**src/rtl/pmod_da4_pkg.sv**
```systemverilog
// pmod_da4_pkg: shared constants, frame helpers and FSM encoding for the PmodDA4 SPI transmitter
package pmod_da4_pkg;

    localparam int          FRAME_W          = 32;
    localparam logic [3:0]  CMD_WRITE_UPDATE = 4'b0011;
    localparam logic [3:0]  CMD_SETUP_REF    = 4'b1000;
    localparam logic [3:0]  ADDR_ALL         = 4'hF;
    localparam logic [31:0] SETUP_WORD       = {4'h0, CMD_SETUP_REF, 24'h000001};

    typedef enum logic [1:0] {
        ST_INIT,
        ST_IDLE,
        ST_SHIFT,
        ST_GAP
    } state_e;

    // AD5628 write-and-update frame: {prefix, command, address, 12-bit code, don't-care byte}
    function automatic logic [FRAME_W-1:0] data_frame(input logic [3:0] ch, input logic [11:0] code);
        return {4'h0, CMD_WRITE_UPDATE, ch, code, 8'h00};
    endfunction

endpackage

```
**src/rtl/pmod_da4_shifter.sv**
```systemverilog
// pmod_da4_shifter: MSB-first 32-bit SPI shift engine with SCLK divider and bit counter
module pmod_da4_shifter
    import pmod_da4_pkg::*;
#(
    parameter int CLK_DIV = 2
) (
    input  logic               clk,
    input  logic               rst_n,
    input  logic               load,
    input  logic [FRAME_W-1:0] word,
    output logic               sclk,
    output logic               sync_n,
    output logic               mosi,
    output logic               done
);

    localparam int            DW       = $clog2(CLK_DIV + 1);
    localparam logic [DW-1:0] DIV_LAST = DW'(CLK_DIV - 1);

    logic               active_q, active_d;
    logic               sclk_q, sclk_d;
    logic               sync_n_q, sync_n_d;
    logic               mosi_q, mosi_d;
    logic [FRAME_W-1:0] sh_q, sh_d;
    logic [4:0]         bit_q, bit_d;
    logic [DW-1:0]      div_q, div_d;
    logic               half_end;

    // Next state: each bit is a high half then a low half; MOSI only moves when SCLK rises
    always_comb begin
        active_d = active_q;
        sclk_d   = sclk_q;
        sync_n_d = sync_n_q;
        mosi_d   = mosi_q;
        sh_d     = sh_q;
        bit_d    = bit_q;
        div_d    = div_q;
        half_end = div_q == DIV_LAST;
        done     = active_q && half_end && !sclk_q && bit_q == 5'd31;
        if (load) begin
            active_d = 1'b1;
            sclk_d   = 1'b1;
            sync_n_d = 1'b0;
            mosi_d   = word[FRAME_W-1];
            sh_d     = {word[FRAME_W-2:0], 1'b0};
            bit_d    = '0;
            div_d    = '0;
        end else if (active_q) begin
            div_d = half_end ? '0 : div_q + 1'b1;
            if (half_end && sclk_q) begin
                sclk_d = 1'b0;
            end else if (done) begin
                active_d = 1'b0;
                sync_n_d = 1'b1;
                sclk_d   = 1'b1;
                mosi_d   = 1'b0;
            end else if (half_end) begin
                sclk_d = 1'b1;
                mosi_d = sh_q[FRAME_W-1];
                sh_d   = {sh_q[FRAME_W-2:0], 1'b0};
                bit_d  = bit_q + 5'd1;
            end
        end
    end

    // Shift engine registers; reset drops any frame in flight and idles the bus
    always_ff @(posedge clk or negedge rst_n) begin
        if (!rst_n) begin
            active_q <= 1'b0;
            sclk_q   <= 1'b1;
            sync_n_q <= 1'b1;
            mosi_q   <= 1'b0;
            sh_q     <= '0;
            bit_q    <= '0;
            div_q    <= '0;
        end else begin
            active_q <= active_d;
            sclk_q   <= sclk_d;
            sync_n_q <= sync_n_d;
            mosi_q   <= mosi_d;
            sh_q     <= sh_d;
            bit_q    <= bit_d;
            div_q    <= div_d;
        end
    end

    assign sclk   = sclk_q;
    assign sync_n = sync_n_q;
    assign mosi   = mosi_q;

endmodule

```
**src/rtl/pmod_da4_spi_tx.sv**
```systemverilog
// pmod_da4_spi_tx: valid/ready sample sink that frames 12-bit codes for the AD5628 DAC over SPI
module pmod_da4_spi_tx
    import pmod_da4_pkg::*;
#(
    parameter int         CLK_DIV    = 2,
    parameter int         GAP_CYCLES = 2,
    parameter logic [3:0] CHANNEL    = ADDR_ALL,
    parameter bit         INT_REF    = 1'b1
) (
    input  logic        clk,
    input  logic        rst_n,
    input  logic [11:0] din,
    input  logic        din_valid,
    output logic        din_ready,
    output logic        spi_sclk,
    output logic        spi_sync_n,
    output logic        spi_mosi
);

    localparam int            GW       = $clog2(GAP_CYCLES + 1);
    localparam logic [GW-1:0] GAP_LAST = GW'(GAP_CYCLES - 1);

    state_e             state_q, state_d;
    logic               ready_q, ready_d;
    logic [GW-1:0]      gap_q, gap_d;
    logic               load;
    logic [FRAME_W-1:0] word;
    logic               done;

    // Sequencing: optional reference setup, then accept, shift, and hold SYNC high for the gap
    always_comb begin
        state_d = state_q;
        ready_d = ready_q;
        gap_d   = gap_q;
        load    = 1'b0;
        word    = SETUP_WORD;
        case (state_q)
            ST_INIT: begin
                if (INT_REF) begin
                    load    = 1'b1;
                    state_d = ST_SHIFT;
                end else begin
                    ready_d = 1'b1;
                    state_d = ST_IDLE;
                end
            end
            ST_IDLE: begin
                if (din_valid && ready_q) begin
                    load    = 1'b1;
                    word    = data_frame(CHANNEL, din);
                    ready_d = 1'b0;
                    state_d = ST_SHIFT;
                end
            end
            ST_SHIFT: begin
                if (done) begin
                    gap_d   = '0;
                    state_d = ST_GAP;
                end
            end
            ST_GAP: begin
                if (gap_q == GAP_LAST) begin
                    ready_d = 1'b1;
                    state_d = ST_IDLE;
                end else begin
                    gap_d = gap_q + 1'b1;
                end
            end
            default: state_d = ST_INIT;
        endcase
    end

    // Control registers; reset returns to INIT so the setup frame is resent
    always_ff @(posedge clk or negedge rst_n) begin
        if (!rst_n) begin
            state_q <= ST_INIT;
            ready_q <= 1'b0;
            gap_q   <= '0;
        end else begin
            state_q <= state_d;
            ready_q <= ready_d;
            gap_q   <= gap_d;
        end
    end

    pmod_da4_shifter #(
        .CLK_DIV(CLK_DIV)
    ) u_shifter (
        .clk   (clk),
        .rst_n (rst_n),
        .load  (load),
        .word  (word),
        .sclk  (spi_sclk),
        .sync_n(spi_sync_n),
        .mosi  (spi_mosi),
        .done  (done)
    );

    assign din_ready = ready_q;

endmodule
```
**config.mk**
```make
export PLATFORM = sky130hd
export DESIGN_NAME = pmod_da4_spi_tx
export DESIGN_NICKNAME = d
export VERILOG_FILES = /design/src/rtl/pmod_da4_pkg.sv /design/src/rtl/pmod_da4_shifter.sv /design/src/rtl/pmod_da4_spi_tx.sv
export SDC_FILE = /design/constraint.sdc
export NUM_CORES = 1
export LEC_CHECK = 0
export BUFFER_PORTS_ARGS = -buffer_cell sky130_fd_sc_hd__buf_2
export CAP_MARGIN = 20
export CORE_MARGIN = 2
export CORE_UTILIZATION = 45
export DETAILED_ROUTE_END_ITERATION = 6
export PLACE_DENSITY = 0.68
export RECOVER_POWER = 50
export SYNTH_ARGS = -nofsm -noshare
export SYNTH_HDL_FRONTEND = slang
export SYNTH_SLANG_ARGS = --single-unit
```
**constraint.sdc**
```tcl
create_clock -name clk -period 1.8 [get_ports clk]
set_input_delay 0.18 -clock clk [delete_from_list [all_inputs] [get_ports clk]]
set_output_delay 0.18 -clock clk [all_outputs]
set_load 0.02 [all_outputs]
```
==> results of run 1 <==
==> flip-flops by register name, summed over array words and instances (netlist names) <==
name and cells:
u_shifter.sh_q 31, u_shifter.bit_q 5, gap_q 2, state_q 2
u_shifter.div_q 2, din_ready 1, u_shifter.active_q 1, u_shifter.mosi 1
u_shifter.sclk 1, u_shifter.sync_n 1
==> report_power, final <==
part,total [mW],switching [mW],leakage (nW),internal [mW]
logic,0.0369,0.0241,0.412,0.0128
registers,1.05,0,0.624,1.05
clock network,0.760,0.344,0.0524,0.416
total,1.85,0.368,1.09,1.48
==> worst reg2reg max path: stages, from the launching register on <==
cell     delay [ns]
dfrtp_1        0.39
ha_1           0.21
and3_1         0.21
ha_4           0.19
buf_4          0.15
or3_1          0.34
a21oi_1        0.15
==> final timing paths <==
check / from / end / cells past startpoint
min in group asynchronous: rst_n / u_shifter.sh_q[15] / 3
worst min-delay path: din[2] / u_shifter.sh_q[11] / 3
worst min register to register: u_shifter.sclk / u_shifter.sclk / 2
max in group asynchronous: rst_n / u_shifter.bit_q[2] / 3
worst max register to register: u_shifter.bit_q[0] / u_shifter.bit_q[0] / 6
worst max-delay path: u_shifter.bit_q[0] / u_shifter.bit_q[0] / 6
==> through the flow <==
step                      hold slack, ns  setup WS, ns  total power [mW]
after floorplan                   -0.116        0.0102              1.08
after global placement             0.313        0.0531              1.11
after detailed placement           0.302       0.00586              1.11
after CTS                         0.0983       0.00183              1.87
after global routing              0.0947       0.00237              1.93
final                              0.105        0.0921              1.85
==> cells by family (layout without fill, tap and decap cells) <==
group	count (synthesis)	in the layout	synth area share (%)
AOI/OAI and AO/OA	80	80	24.5
and+or+nand+nor	63	63	14.7
DFF	47	47	53.2
buffers and inverters	29	50	5.53
adders and majority gates	3	3	1.69
xor gates and xnor gates	1	1	0.395
==> final cells by class <==
| type | instances | area (um2) |
|---|---|---|
| well taps | 67 | 83.8 |
| inverters | 8 | 30.0 |
| clock buffers | 7 | 76.3 |
| repair buffers | 34 | 226 |
| multi-input cells | 147 | 941 |
| fillers | 441 | 2160 |
| flip-flops and latches | 47 | 1180 |
| clock inverters | 1 | 30.0 |
==> synth_stat cells (3+ instances only) <==
| cell | instances |
|---|---|
| nor4_1 | 4 |
| dfrtp_1 | 45 |
| nand2_1 | 19 |
| ha_1 | 3 |
| clkbuf_1 | 13 |
| o32ai_1 | 12 |
| nor2_1 | 11 |
| nand3_1 | 16 |
| buf_2 | 5 |
| a211oi_1 | 6 |
| a2bb2oi_1 | 12 |
| o21ai_0 | 17 |
| a21oi_1 | 21 |
| inv_1 | 8 |
==> what timing repair did <==
action / CTS / global route
endpoints found under the setup margin: 0 / 39
hold buffers: 1 / 0
gates resized for setup: 0 / 6
hold endpoints to repair: 45 / 0
==> per-layer routing <==
layer / GRT usage, % / share of wire [%] / wire [um] / vias to the layer above
li1: - / - / - / 871
met1: 25.8 / 51 / 2280 / 835
met2: 27.0 / 42 / 1900 / 44
met3: 4.07 / 5.3 / 240 / 7
met4: 9.09 / 2.1 / 95 / 0
met5: 0 / 0 / 0 / -
==> run summary, run 1 <==
Diode count -> 0
CP max-delay cell -> dfrtp_1
Cell Rows -> 25
Max clock buf depth -> 2
Layout Skew -> 0.00846 ns
Rel. slew slack -> 24.9%
Clk_lat worst skew -> 0.30 ns
Syn Inst Count -> 223
Wirelength per Cell -> 14.5 um
Status -> complete, no violations
Post-Route WL -> 4510 um
Worst EP arrival -> 1.93 ns
TritonCTS Buffers -> 5
Core Footprint -> 4720 um2
Largest area contributor in the netlist -> dfrtp_1
Full die area -> 5500 um2
Kind of critical path -> register to register
Final-report setup violation count -> 0
Min-Delay Path Class -> input pin to register
Final Hold Vio Count -> 0
Routed vias -> 1,757
Synth top area share -> 50.8%
Final setup TNS -> 0 ns
Worst Max-Slew Pin Slew -> 1.13 ns
Leak -> 1.09 nW
DR vias/cell -> 5.65
Async SR Flop Fraction -> 100%
Synthesized Nets -> 241
Final period utilization -> 94.9%
Tmin final -> 1.71 ns
CP peak stage delay -> 0.39 ns
Worst IR Drop VDD -> 0.548 mV
Top Family by Delay on Critical Path -> simple AND/OR/NAND/NOR gates
IO Count -> 19
Flop2flop setup slack -> 0.09 ns
Global Route Usage Sum -> 18.4%
Sequential fraction of the synthesis area -> 53.2%
Buffers on Ports -> 18
RSZ-0062 raised after global routing -> no
Total gr overflow -> 0
DP Area -> 2430 um2
CP cell instances -> ha_1 > and3_1 > ha_4 > buf_4 > or3_1 > a21oi_1
Vias in the first global route -> 1,622
Dpl hpwl -> 2910 um
Dominant cells by area after synthesis -> dfrtp_1 51%, a21oi_1 4.7%, a2bb2oi_1 4.7%
TritonCTS clock tree -> done
Share of cells above drive strength 1 -> 19.7%
Pwr dens -> 722 nW/um2
# H-tree levels -> 2
First-pass GRT wire length -> 7670 um
Initial antenna violation count -> 0
Maximum capacitance violations -> 0
Post-route cell area -> 2570 um2
CTS Root Cell -> clkbuf_8
Most common cell after layout, fill and taps aside -> dfrtp_1
CP Capture Type -> register
Register bit total from synthesis -> 47
Routability cong. -> 0.770
Die W -> 74.2 um
Setup bufs post-CTS -> 0
Final core occ -> 54.3%
Non-Filler Instances -> 311
Synth cell types -> 37
TritonRoute pass-1 iters -> 4
Drt initial violations -> 137
Worst-path fanout max -> 6
Initial core utilization -> 46.9%
Synthesis warning total -> 0
Crit start category -> register
Fin. max-slew vios -> 0
Fmax -> 0.586 GHz
P&R area growth vs syn -> 15.7%
Nets@finish -> 261
Number of synthesized flops with an enable pin -> 0
Largest net degree at the start of global routing -> 48
Clk pin slew, worst setup/hold paths -> 0.09 ns
Clock tree sinks -> 47
Crit path buf inv count -> 1
Commonest cells after routing, fill and taps aside -> 45 x dfrtp_1, 21 x a21oi_1, 19 x nand2_1
Syn_area_per_cell -> 9.94 um2
Synth Flop Type -> dfrtp_1
Final ANT Viol Nets -> 0
Cells after DPL -> 302
Drt drc -> 0
WP data required -> 2.02 ns
Die extent in y -> 74.2 um
Mapped Area -> 2220 um2
Power figures use the tool's default switching activity.
==> run 2: changes to the inputs <==
--- a/config.mk
+++ b/config.mk
@@ -5,12 +5,12 @@
 export SDC_FILE = /design/constraint.sdc
 export NUM_CORES = 1
 export LEC_CHECK = 0
+export ABC_CLOCK_PERIOD_IN_PS = 1800
 export BUFFER_PORTS_ARGS = -buffer_cell sky130_fd_sc_hd__buf_2
-export CAP_MARGIN = 20
 export CORE_MARGIN = 2
-export CORE_UTILIZATION = 45
+export CORE_UTILIZATION = 30
 export DETAILED_ROUTE_END_ITERATION = 6
-export PLACE_DENSITY = 0.68
+export PLACE_DENSITY = 0.5
 export RECOVER_POWER = 50
 export SYNTH_ARGS = -nofsm -noshare
 export SYNTH_HDL_FRONTEND = slang
==> run 2 against run 1 <==
  * Sequential share of layout area down 1.2 points
  * Combinational power rose by 17%
  * Hold slack better by 0.015 ns
  * Flip-flop and latch count stayed put
  * Final cell count is 10% higher
  * Largest power group unchanged
  * Clock-buffer cell count is the same
  * Critical path depth did not move
  * Die area rose by 47%
  * Via count up 2.8%
  * Worst setup slack worse by 0.012 ns
  * Critical endpoint is now u_shifter.sh_q[14]
  * Clock power is 20% lower
==> run summary, run 2 (synthesized netlist as in run 1, its figures left out) <==
Cell Rows -> 31 (was 25)
Final setup TNS -> 0 ns (unchanged)
Max reg flops -> 31 (unchanged)
Post-route worst setup slack -> 0.0802 ns (was 0.0921 ns)
Min-Delay Path Class -> input pin to register (unchanged)
Hold path startpoint -> din[8] (was din[2])
Gr busiest metal -> met2 (unchanged)
Global Route Usage Sum -> 12.8% (was 18.4%)
Post-Route WL -> 5150 um (was 4510 um)
Vias in the first global route -> 1,690 (was 1,622)
Pre-CTS setup slack -> 0.0203 ns (was 0.00586 ns)
Routed vias -> 1,807 (was 1,757)
Crit start category -> register (unchanged)
Tmin final -> 1.72 ns (was 1.71 ns)
Final period utilization -> 95.5% (was 94.9%)
Met2 Track Usage GR -> 20.0% (was 27.0%)
Dpl hpwl -> 3230 um (was 2910 um)
CTS Root Cell -> clkbuf_8 (unchanged)
Final-report setup violation count -> 0 (unchanged)
Drt initial violations -> 132 (was 137)
CP cell instances -> ha_1 > and3_1 > ha_4 > buf_12 > o32ai_1 > a2bb2oi_2 (was ha_1 > and3_1 > ha_4 > buf_4 > or3_1 > a21oi_1)
Reg with most FFs -> u_shifter.sh_q (unchanged)
Largest net degree at the start of global routing -> 30 (was 48)
Rel. slew slack -> 24.4% (was 24.9%)
CP peak stage delay -> 0.40 ns (was 0.39 ns)
Maximum capacitance violations -> 0 (unchanged)
Commonest cells after routing, fill and taps aside -> 45 x dfrtp_1, 21 x a21oi_1, 19 x nand2_1 (unchanged)
Drt drc -> 0 (unchanged)
Buffers on Ports -> 18 (unchanged)
Clock tree sinks -> 47 (unchanged)
Crit path buf inv count -> 1 (unchanged)
Max clock buf depth -> 2 (unchanged)
Die extent in y -> 90.0 um (was 74.2 um)
CP Capture Type -> register (unchanged)
Total gr overflow -> 0 (unchanged)
TritonCTS Buffers -> 5 (unchanged)
Worst EP arrival -> 1.89 ns (was 1.93 ns)
Pwr dens -> 647 nW/um2 (was 722 nW/um2)
Die W -> 90.0 um (was 74.2 um)
Layout Skew -> 0.00577 ns (was 0.00846 ns)
Most common cell after layout, fill and taps aside -> dfrtp_1 (unchanged)
Kind of critical path -> register to register (unchanged)
Top Family by Delay on Critical Path -> compound AO/OA/AOI/OAI gates (was simple AND/OR/NAND/NOR gates)
Diode count -> 0 (unchanged)
TritonRoute pass-1 iters -> 4 (unchanged)
Leak -> 1.10 nW (was 1.09 nW)
IO Count -> 19 (unchanged)
Worst-path fanout max -> 29 (was 6)
Full die area -> 8090 um2 (was 5500 um2)
RSZ-0062 raised after global routing -> no (unchanged)
Initial core utilization -> 30.7% (was 46.9%)
Largest regs -> u_shifter.sh_q x31, u_shifter.bit_q x5 (unchanged)
Final ANT Viol Nets -> 0 (unchanged)
R2R Path Start -> u_shifter.bit_q[1] (was u_shifter.bit_q[0])
Share of cells above drive strength 1 -> 20.6% (was 19.7%)
Fmax -> 0.581 GHz (was 0.586 GHz)
Wirelength per Cell -> 15.1 um (was 14.5 um)
WP data required -> 1.97 ns (was 2.02 ns)
Clk pin slew, worst setup/hold paths -> 0.08 ns (was 0.09 ns)
Final Hold Vio Count -> 0 (unchanged)
DR vias/cell -> 5.28 (was 5.65)
First-pass GRT wire length -> 8530 um (was 7670 um)
Core Footprint -> 7210 um2 (was 4720 um2)
# H-tree levels -> 2 (unchanged)
Fin. max-slew vios -> 0 (unchanged)
Worst IR Drop VDD -> 0.226 mV (was 0.548 mV)
P&R area growth vs syn -> 19.0% (was 15.7%)
CP max-delay cell -> dfrtp_1 (unchanged)
Min Hold Slack -> 0.121 ns (was 0.105 ns)
Met3 usage -> 2.43% (was 4.07%)
CP startpoint -> u_shifter.bit_q[1] (was u_shifter.bit_q[0])
Nets@finish -> 261 (unchanged)
Status -> complete, no violations (unchanged)
Routing usage on met1 -> 18.2% (was 25.8%)
Final core occ -> 36.6% (was 54.3%)
Initial antenna violation count -> 0 (unchanged)
TritonCTS clock tree -> done (unchanged)
Setup bufs post-CTS -> 0 (unchanged)
Clk_lat worst skew -> 0.29 ns (was 0.30 ns)
Worst Max-Slew Pin Slew -> 1.13 ns (about the same)
Routability cong. -> 0.723 (was 0.770)
run 2: what timing repair did:
| action | in CTS | in global routing |
|---|---|---|
| hold buffers | 1 | 0 |
| resized for setup | 0 | 8 |
| endpoints found under the setup margin | 0 | 40 |
| endpoints found under the hold margin | 16 | 0 |
run 2: tightest hold or removal path: stages:
cell and delay (ns):
buf_2 0.10, nand2_1 0.04, a2bb2oi_1 0.06
run 2: per-layer routing:
metal / vias to the layer above / wire, um
met5: - / 0
met4: 0 / 56
met3: 5 / 116
met2: 24 / 2430
met1: 913 / 2550
li1: 865 / -
run 2: final timing paths:
path,to,slack [ns],cells past startpoint
max,u_shifter.sh_q[14],0.08,6
max reg2reg,u_shifter.sh_q[14],0.08,6
min,u_shifter.sh_q[17],0.12,3
min reg2reg,u_shifter.sclk,0.51,2
min in group asynchronous,u_shifter.bit_q[2],0.62,2
max in group asynchronous,u_shifter.sh_q[5],0.45,3
run 2: power by group:
group          internal [mW]  switching [mW]  total, mW
registers               1.05               0       1.05
clock network          0.268           0.340      0.608
logic                 0.0163          0.0269     0.0432
run 2: cell type report:
type / count / area [um2]
Inverter: 8 / 30.0
Timing Repair Buffer: 34 / 262
Clock buffer: 7 / 76.3
Tap cell: 99 / 124
Fill cell: 778 / 4580
Multi-Input combinational cell: 147 / 967
Sequential cell: 47 / 1180
run 2: per-stage QoR:
| stage | std cells | power (mW) | instance area, um2 |
|---|---|---|---|
| after floorplan | 223 | 1.08 | 2230 |
| after global placement | 334 | 1.12 | 2510 |
| after detailed placement | 334 | 1.12 | 2510 |
| after CTS | 342 | 1.74 | 2590 |
| after global routing | 342 | 1.79 | 2640 |
| final | 342 | 1.71 | 2640 |
==> run 3: changes to the inputs <==
--- a/config.mk
+++ b/config.mk
@@ -7,10 +7,12 @@
 export LEC_CHECK = 0
 export ABC_CLOCK_PERIOD_IN_PS = 1800
 export BUFFER_PORTS_ARGS = -buffer_cell sky130_fd_sc_hd__buf_2
+export CELL_PAD_IN_SITES_DETAIL_PLACEMENT = 0
+export CELL_PAD_IN_SITES_GLOBAL_PLACEMENT = 1
 export CORE_MARGIN = 2
 export CORE_UTILIZATION = 30
 export DETAILED_ROUTE_END_ITERATION = 6
-export PLACE_DENSITY = 0.5
+export PLACE_DENSITY = 0.6
 export RECOVER_POWER = 50
 export SYNTH_ARGS = -nofsm -noshare
 export SYNTH_HDL_FRONTEND = slang
==> run 3 against run 2 <==
  * Final cell count grew 0.58%
  * Critical path depth shrank 1
  * First-iteration DRC count shrank 27%
  * Largest power group unchanged
  * Clock-buffer cell count shrank 1
  * Highest routed layer unchanged
  * Final area shrank 1.5%
  * Maximum frequency shrank 0.64%
  * Flip-flop and latch count is the same
  * Register-to-register slack is essentially flat
  * Global-route usage grew 0.58 points
==> run summary, run 3 (synthesized netlist as in run 1, its figures left out) <==
Status -> complete, no violations (unchanged)
Final Hold Vio Count -> 0 (unchanged)
P&R area growth vs syn -> 17.2% (was 19.0%)
Reg with most FFs -> u_shifter.sh_q (unchanged)
Clock tree sinks -> 47 (unchanged)
Initial antenna violation count -> 0 (unchanged)
Worst Max-Slew Pin Slew -> 1.21 ns (was 1.13 ns)
Post-route worst setup slack -> 0.0691 ns (was 0.0802 ns)
Max clock buf depth -> 2 (unchanged)
RSZ-0062 raised after global routing -> no (unchanged)
Post-Route WL -> 5070 um (was 5150 um)
Diode count -> 0 (unchanged)
Drt initial violations -> 96 (was 132)
Drt drc -> 0 (unchanged)
Most common cell after layout, fill and taps aside -> dfrtp_1 (unchanged)
Crit path buf inv count -> 0 (was 1)
Buffers on Ports -> 18 (unchanged)
Max reg flops -> 31 (unchanged)
Kind of critical path -> register to register (unchanged)
Final-report setup violation count -> 0 (unchanged)
Share of cells above drive strength 1 -> 20.0% (was 20.6%)
Total gr overflow -> 0 (unchanged)
Top Family by Delay on Critical Path -> simple AND/OR/NAND/NOR gates (was compound AO/OA/AOI/OAI gates)
IO Count -> 19 (unchanged)
TritonRoute pass-1 iters -> 4 (unchanged)
Full die area -> 8090 um2 (unchanged)
Pwr dens -> 661 nW/um2 (was 647 nW/um2)
Clk_lat worst skew -> 0.30 ns (was 0.29 ns)
Nets@finish -> 263 (was 261)
Final ANT Viol Nets -> 0 (unchanged)
Rel. slew slack -> 19.5% (was 24.4%)
Routability cong. -> 0.684 (was 0.723)
Final period utilization -> 96.2% (was 95.5%)
Maximum capacitance violations -> 0 (unchanged)
Min Hold Slack -> 0.0997 ns (was 0.121 ns)
DR vias/cell -> 5.12 (was 5.28)
Core Footprint -> 7210 um2 (unchanged)
Vias in the first global route -> 1,729 (was 1,690)
# H-tree levels -> 2 (unchanged)
Layout Skew -> 0.0115 ns (was 0.00577 ns)
CP cell instances -> ha_1 > and3_1 > ha_4 > or4_1 > a21oi_2 (was ha_1 > and3_1 > ha_4 > buf_12 > o32ai_1 > a2bb2oi_2)
TritonCTS Buffers -> 5 (unchanged)
Largest net degree at the start of global routing -> 48 (was 30)
Crit start category -> register (unchanged)
Fin. max-slew vios -> 0 (unchanged)
Die extent in y -> 90.0 um (unchanged)
CP max-delay cell -> or4_1 (was dfrtp_1)
CTS Root Cell -> clkbuf_8 (unchanged)
WP data required -> 2.03 ns (was 1.97 ns)
Initial core utilization -> 30.7% (unchanged)
Tmin final -> 1.73 ns (was 1.72 ns)
Setup bufs post-CTS -> 0 (unchanged)
Wirelength per Cell -> 14.7 um (was 15.1 um)
Commonest cells after routing, fill and taps aside -> 45 x dfrtp_1, 20 x a21oi_1, 19 x nand2_1 (was 45 x dfrtp_1, 21 x a21oi_1, 19 x nand2_1)
Clk pin slew, worst setup/hold paths -> 0.09 ns (was 0.08 ns)
Worst-path fanout max -> 7 (was 29)
TritonCTS clock tree -> done (unchanged)
Global Route Usage Sum -> 13.4% (was 12.8%)
Worst EP arrival -> 1.96 ns (was 1.89 ns)
Routed vias -> 1,761 (was 1,807)
Die W -> 90.0 um (unchanged)
Fmax -> 0.578 GHz (was 0.581 GHz)
Largest regs -> u_shifter.sh_q x31, u_shifter.bit_q x5 (unchanged)
Dpl hpwl -> 3260 um (was 3230 um)
CP Capture Type -> register (unchanged)
First-pass GRT wire length -> 8830 um (was 8530 um)
CP peak stage delay -> 0.51 ns (was 0.40 ns)
Worst IR Drop VDD -> 0.265 mV (was 0.226 mV)
Min-Delay Path Class -> input pin to register (unchanged)
Cell Rows -> 31 (unchanged)
Leak -> 1.09 nW (was 1.10 nW)
Pre-CTS setup slack -> -0.0894 ns (was 0.0203 ns)
==> run 3: cell count changes in the layout (fill, tap and decap cells not counted), sizes merged <==
cell / before / now
clkinvlp: 0 / 1
buf: 32 / 33
==> run 3: final cells by class <==
type / count / area [um2]
multi-input cells: 147 / 938
clock buffers: 6 / 72.6
repair buffers: 36 / 248
flip-flops and latches: 47 / 1180
well taps: 99 / 124
clock inverters: 1 / 7.51
fillers: 748 / 4620
inverters: 8 / 30.0
==> run 3: per-stage QoR <==
stage | area, um2 | util (%) | cells | total power, mW | TNS, ns
finish | 2600 | 36.0 | 344 | 1.72 | 0
CTS | 2580 | 35.8 | 344 | 1.75 | 0
global placement | 2480 | 34.4 | 336 | 1.12 | -0.0175
floorplan | 2230 | - | 223 | 1.08 | 0
detailed placement | 2480 | 34.4 | 336 | 1.12 | -0.169
global route | 2600 | 36.0 | 344 | 1.79 | 0
==> run 3: final timing paths <==
check                                    from                 end  slack (ns)  cells after the start
min in group asynchronous               rst_n  u_shifter.div_q[1]        0.73                      3
max in group asynchronous               rst_n  u_shifter.sh_q[30]        0.32                      3
min reg2reg                    u_shifter.sclk      u_shifter.sclk        0.52                      2
max                        u_shifter.bit_q[0]  u_shifter.bit_q[2]        0.07                      5
min                                    din[3]  u_shifter.sh_q[12]         0.1                      3
max reg2reg                u_shifter.bit_q[0]  u_shifter.bit_q[2]        0.07                      5
==> run 3: what timing repair did <==
action                                  CTS  global route
pin swaps                                 0             0
hold buffers                              1             0
endpoints found under the hold margin    37             0
gates resized for setup                   2             6
gates cloned                              0             0
endpoints found under the setup margin   16            19
==> run 3: tightest hold or removal path, stage by stage <==
cell       delay, ns
buf_2           0.09
nand2_1         0.04
a2bb2oi_1       0.05
==> run 3: metal layers <==
metal / vias to the layer above / track usage (%) / wire, um / part of all wire (%)
li1: 877 / - / - / -
met1: 851 / 19.3 / 2550 / 50
met2: 28 / 19.8 / 2280 / 45
met3: 5 / 3.35 / 177 / 3.5
met4: 0 / 4.62 / 69 / 1.4
met5: - / 0 / 0 / 0
==> run 3: report_power, final <==
| group | total, mW | switching [mW] | internal (mW) |
|---|---|---|---|
| logic | 0.0385 | 0.0257 | 0.0128 |
| clock network | 0.623 | 0.356 | 0.267 |
| registers | 1.06 | 0 | 1.06 |
| total | 1.72 | 0.382 | 1.34 |
